==> src/rtl/bram_read_resp_adapter.sv <==
// Read-side front end for one BRAM port: valid/ready requests in, credit-protected response FIFO out.
// Optional same-cycle bypass of the FIFO when BRAM_RD_ADAPTER_BYPASS_EN is defined.
module bram_read_resp_adapter #(
  parameter int ADDR_WIDTH = 10,
  parameter int DATA_WIDTH = 32,
  parameter int PIPELINED  = 1,
  parameter int DEPTH      = 4
) (
  input  logic                    CLK,
  input  logic                    RST_N,
  input  logic                    REQ_VALID,
  output logic                    REQ_READY,
  input  logic [ADDR_WIDTH-1:0]   REQ_ADDR,
  output logic                    RSP_VALID,
  input  logic                    RSP_READY,
  output logic [DATA_WIDTH-1:0]   RSP_DATA,
  output logic                    BRAM_EN,
  output logic                    BRAM_WE,
  output logic [ADDR_WIDTH-1:0]   BRAM_ADDR,
  output logic                    BRAM_DEQ,
  output logic                    BRAM_CLR,
  input  logic [DATA_WIDTH-1:0]   BRAM_DO,
  output logic [$clog2(DEPTH):0]  OCCUPANCY
);

  localparam int LAT = 1 + PIPELINED;
  localparam int PW  = $clog2(DEPTH);
  localparam int OW  = PW + 1;
  localparam logic [PW:0]   PTR_ONE = 1;
  localparam logic [OW-1:0] OCC_MAX = OW'(DEPTH);

  logic                  issue;
  logic                  pop;
  logic                  capture;
  logic                  fifo_wr;
  logic                  fifo_rd;
  logic                  empty;
  logic [DATA_WIDTH-1:0] head;

  logic [LAT-1:0]        vld_q, vld_d;
  logic [PW:0]           wr_q, wr_d;
  logic [PW:0]           rd_q, rd_d;
  logic [OW-1:0]         occ_q, occ_d;
  logic [DATA_WIDTH-1:0] mem_q [DEPTH];

  assign REQ_READY = RST_N & (occ_q < OCC_MAX);
  assign issue     = REQ_VALID & REQ_READY;
  assign BRAM_EN   = issue;
  assign BRAM_ADDR = REQ_ADDR;
  assign BRAM_WE   = 1'b0;
  assign BRAM_CLR  = 1'b0;
  assign OCCUPANCY = occ_q;

  // vld_q[0]: read issued last cycle; vld_q[LAT-1]: BRAM_DO carries valid data now
  if (LAT == 1) begin : g_shift1
    assign vld_d = issue;
  end else begin : g_shiftn
    assign vld_d = {vld_q[LAT-2:0], issue};
  end

  assign capture  = vld_q[LAT-1];
  assign BRAM_DEQ = (PIPELINED != 0) ? vld_q[0] : 1'b0;

  assign empty = (wr_q == rd_q);
  assign head  = mem_q[rd_q[PW-1:0]];

`ifdef BRAM_RD_ADAPTER_BYPASS_EN
  // An empty FIFO forwards BRAM_DO directly; the word is stored only if not taken this cycle
  assign RSP_VALID = ~empty | capture;
  assign RSP_DATA  = empty ? BRAM_DO : head;
  assign fifo_wr   = capture & ~(empty & RSP_READY);
  assign fifo_rd   = ~empty & RSP_READY;
`else
  assign RSP_VALID = ~empty;
  assign RSP_DATA  = head;
  assign fifo_wr   = capture;
  assign fifo_rd   = ~empty & RSP_READY;
`endif

  assign pop = RSP_VALID & RSP_READY;

  always_comb begin
    wr_d  = wr_q;
    rd_d  = rd_q;
    occ_d = occ_q;
    if (fifo_wr) wr_d = wr_q + PTR_ONE;
    if (fifo_rd) rd_d = rd_q + PTR_ONE;
    occ_d = occ_q + OW'(issue) - OW'(pop);
  end

  always_ff @(posedge CLK or negedge RST_N) begin
    if (!RST_N) begin
      vld_q <= '0;
      wr_q  <= '0;
      rd_q  <= '0;
      occ_q <= '0;
    end else begin
      vld_q <= vld_d;
      wr_q  <= wr_d;
      rd_q  <= rd_d;
      occ_q <= occ_d;
    end
  end

  always_ff @(posedge CLK) begin
    if (fifo_wr) mem_q[wr_q[PW-1:0]] <= BRAM_DO;
  end

endmodule

==> config.mk <==
export PLATFORM = sky130hd
export DESIGN_NAME = bram_read_resp_adapter
export DESIGN_NICKNAME = d
export VERILOG_FILES = /design/src/rtl/bram_read_resp_adapter.sv
export SDC_FILE = /design/constraint.sdc
export NUM_CORES = 1
export LEC_CHECK = 0
export CAP_MARGIN = 40
export CORE_ASPECT_RATIO = 0.75
export CORE_MARGIN = 5
export CORE_UTILIZATION = 50
export DETAILED_ROUTE_END_ITERATION = 10
export DONT_BUFFER_PORTS = 1
export PLACE_DENSITY = 0.69
export SLEW_MARGIN = 25
export SYNTH_ARGS = -nofsm -noshare
export SYNTH_HDL_FRONTEND = slang
export SYNTH_SLANG_ARGS = --single-unit
==> constraint.sdc <==
create_clock -name CLK -period 4.5 [get_ports CLK]
set_input_delay 1.125 -clock CLK [delete_from_list [all_inputs] [get_ports CLK]]
set_output_delay 1.125 -clock CLK [all_outputs]
set_load 0.03 [all_outputs]
Word-level counts from Yosys, hierarchy flattened. Memory sizes are Yosys's and may differ from the RTL's. Index checks and enable logic that the tools add are counted.

Output and inout port bits: 51. Register bits after elaboration: 11. Bits in writable memories: 128. Memories: 1. Input port bits: 46.

Memory list: mem_q (depth 4, width 32, rd ports 1, clocked after Yosys merged registers in 0, wr ports 1, line 44) `logic [DATA_WIDTH-1:0] mem_q [DEPTH];`.

Equal/unequal tests: 1. Muxes and demuxes: 2. Bitwise gates (word level): 4. Order comparisons: 1. Add/sub/neg operators: 4.

Operator list (count): 3-bit by 1-bit adder with 3-bit output (second input constant) (2); 3-bit by 1-bit adder with 3-bit output (1); 1-bit bitwise AND (3); 3-bit equality test (1); 3-bit less-than comparator (second input constant) (1); 3-bit by 1-bit subtractor with 3-bit output (1); 1-bit two-way mux (2); 1-bit NOT (1).

Longest topological paths before layout.
Depth after elaboration: 5. Gate-level depth with buffers: 9. Gate-level depth less buffers: 8.

Worst setup path before layout. Ideal clock, no wire load.

Path kind: input to output. Start point: in RST_N. End point: out BRAM_EN. Required time: 3375 ps. Stages: 2. Path slack: 1350 ps. Arrival: 2025 ps. Path buffers: 0. Cell sequence: nor2b_1 -> and2_1.

Cells in the longest elaborated chain, start to end: 2.

RTL lines: from (decl) (line 10) `input logic RST_N,`; 1-bit bitwise AND (line 46) `assign REQ_READY = RST_N & (occ_q < OCC_MAX);`; 1-bit bitwise AND (line 47) `assign issue = REQ_VALID & REQ_READY;`; to (decl) (line 17) `output logic BRAM_EN,`.

No other way between the ends.

Worst setup path after layout.
Start point: reg rd_q[0]. End point: out RSP_DATA[30].

Cells in the longest elaborated chain, start to end: 1.

RTL lines: from (decl) (line 42) `logic [PW:0] rd_q, rd_d;`; from (signal assigned) (line 100) `rd_q <= rd_d;`; memory read 4 x 32 bit; to (decl) (line 16) `output logic [DATA_WIDTH-1:0] RSP_DATA,`.

No other way between the ends.

==> run summary <==
Max-Cap Viols: 0
Worst path slowest cell: dfrtp_2
CP required: 3380 ps
Port Buffer Count: 0
# hold bufs at CTS: 0
combinational share of power: 25.5%
share of power burned in registers: 42.8%
slack of the worst reg-to-reg path: 1890 ps
Synth Instances: 238
end of the worst register-to-register path: OCCUPANCY[2]$_DFF_PN0_
slew margin rel.: 54.44%
Die H: 99.96 µm
status: complete, no violations
first-pass GRT wire length: 13500 µm
Tmin final: 3370 ps
Yosys cell types: 29
number of synthesized flops with an enable pin: 128
Post-route DRC: 0
clk buf depth: 2
DRT antenna net count: 0
share of cells above drive strength 1: 27.63%
routed vias: 2148
fin crit share: 74.88%
worst vdd ir: 0.3012 mV
crit-path cells: buf_4 > mux4_1
H-tree lvl count: 4
Final setup viols: 0
CTS buffer count: 17
Clock power frac: 31.7%
DR pass1 iterations: 4
Final Skew: 7.194 ps
clk_lat worst skew: 400 ps
sequential area share after synthesis: 76.35%
GRT Util Overall: 14.42%
Sw Share: 31.43%
core area: 10410 µm²
PwrDens: 658.7 nW/µm²
dpl cells: 362
Synth Flop Type: edfxtp_1
Post-DP HPWL: 5599 µm
list of most frequent post-synthesis cells: 128 x edfxtp_1, 29 x mux4_2, 13 x buf_4
clk slew on worst S/H paths: 50 ps
worst path bufs/invs: 1
mapped cell area: 5395 µm²
GP Congestion: 0.6724
# Post-CTS Setup Buffers: 0
RSZ-0062 raised after global routing: no
most frequent cell after synthesis: edfxtp_1
WS Path Type: reg -> out
Yosys Warn Count: 0
io pins: 97
Switch Pwr: 0.001261 W
worst-path fanout max: 21
Yosys top cell by area: edfxtp_1
Layout area overhead: 12.85%
critical path arrival: 2240 ps
reg2reg start: rd_q[0]$_DFFE_PN0P_
Async S/R FF share, synth: 7.914%
Critical Path Start Type: flip-flop
Int Pwr: 0.002750 W
top post-synthesis cells by area: edfxtp_1 71%, mux4_2 12%, dfrtp_1 5.1%
share of the synthesized area in the top cell type: 71.24%
crit-path max cell delay: 810 ps
largest net degree at the start of global routing: 22
# rows: 32
fmax: 296.8 MHz
Seq cells post-synth: 139
Final Max Tran Viols: 0
Final Non-Filler Cells: 393
Reg2Reg Depth: 8
post-CTS sizing: 0
WL per Instance: 21.73 µm
vias in the first global route: 2397
clock sinks: 139
CTS root buf: clkbuf_16
antenna violations before repair: 0
Iter 0 DRT Violations: 108
CTS tree: done
total leakage power: 2.028 nW
nets@finish: 299
die area: 12990 µm²
Initial Util: 51.83%
Critical Path End Type: output port
gr ovfl total: 0
Post-Route Utilization: 58.49%
Vias/cell: 5.466
Detailed Route WL: 8539 µm
diode count: 0
Worst Max-Slew Pin Slew: 683.4 ps
Hold Path Class: in -> async
average size of a mapped cell: 22.67 µm²
final hold vios: 0
filler instances: 761
Die Width: 129.9 µm
family with the most delay on the worst path: flip-flops
Fin Setup TNS: 0 ps
how the worst max path moves through the flow:
stage                              from  slack (ps)  cells after the start            to
finish              rd_q[0]$_DFFE_PN0P_        1130                      2  RSP_DATA[30]
floorplan                         RST_N        1350                      2       BRAM_EN
detailed placement                RST_N        1310                      2       BRAM_EN
global placement                  RST_N        1300                      2       BRAM_EN
CTS                 rd_q[0]$_DFFE_PN0P_        1040                      2  RSP_DATA[30]
global route        rd_q[0]$_DFFE_PN0P_         960                      2  RSP_DATA[30]
through the flow:
| stage | total power, W | cell area (µm²) | setup slack (ps) | hold WS, ps |
|---|---|---|---|---|
| floorplan | 0.002668 | 5399 | 1350 | 474.1 |
| global placement | 0.002731 | 5408 | 1302 | 498.2 |
| detailed placement | 0.002787 | 5545 | 1307 | 512.3 |
| CTS | 0.004071 | 6088 | 1041 | 397.0 |
| global route | 0.004204 | 6088 | 965.0 | 392.5 |
| finish | 0.004010 | 6088 | 1130 | 419.8 |
per-layer routing:
metal  track usage, %  up-vias  share of wire [%]
li1                 -      965                  -
met2            22.69       62                 49
met4            5.272        0                1.2
met5                0        -                  0
met3            7.021       13                8.9
met1            17.41     1108                 40
flip-flops by register name, indices dropped and copies added, names as in the netlist:
name,count
OCCUPANCY,3
mem_q,128
rd_q,3
vld_q,2
wr_q,3
placed cells by master (no fill, tap or decap), types with 2 or more instances in the layout:
master	netlist	routed
dfrtp_2	0	2
mux4_1	3	3
mux4_2	29	29
clkbuf_1	0	5
nand3_1	3	3
xnor2_1	2	2
and2_2	0	4
buf_4	13	2
conb_1	1	2
o21ai_0	2	2
dfrtp_1	11	9
xor2_1	4	4
bufinv_16	0	2
xnor2_2	2	2
clkinv_2	0	3
inv_1	7	7
clkbuf_16	0	17
nand2_1	3	3
buf_16	0	5
edfxtp_1	128	128
ha_1	7	7
clkinv_1	0	2
cell families after synthesis:
family,after synthesis,synth area share [%]
mux,32,13.57
compound gates,6,0.8348
fa+ha+maj,8,1.994
buf+inv,27,3.896
xor+xnor,8,1.577
simple gates,17,1.716
flops,139,76.35
other cells,1,0.06951
final cells by class:
class,instances,area (µm²),area share [%]
clock buffer,22,444.2,7.296
clock inverter,9,98.84,1.624
inverter,7,26.28,0.4316
multi-input combinational,73,1075,17.65
sequential,139,4121,67.69
tap,136,170.2,2.795
timing repair buffer,7,152.6,2.507
power by group through the flow:
stage / logic, W / registers (W) / clock network (W)
after global routing: 0.00110 / 0.00174 / 0.00136
after detailed placement: 0.00104 / 0.00175 / 0
final: 0.00102 / 0.00172 / 0.00127
after floorplan: 0.00102 / 0.00165 / 0
after CTS: 0.00104 / 0.00173 / 0.00130
after global placement: 0.000964 / 0.00177 / 0
(Power assumes the default switching activity.)
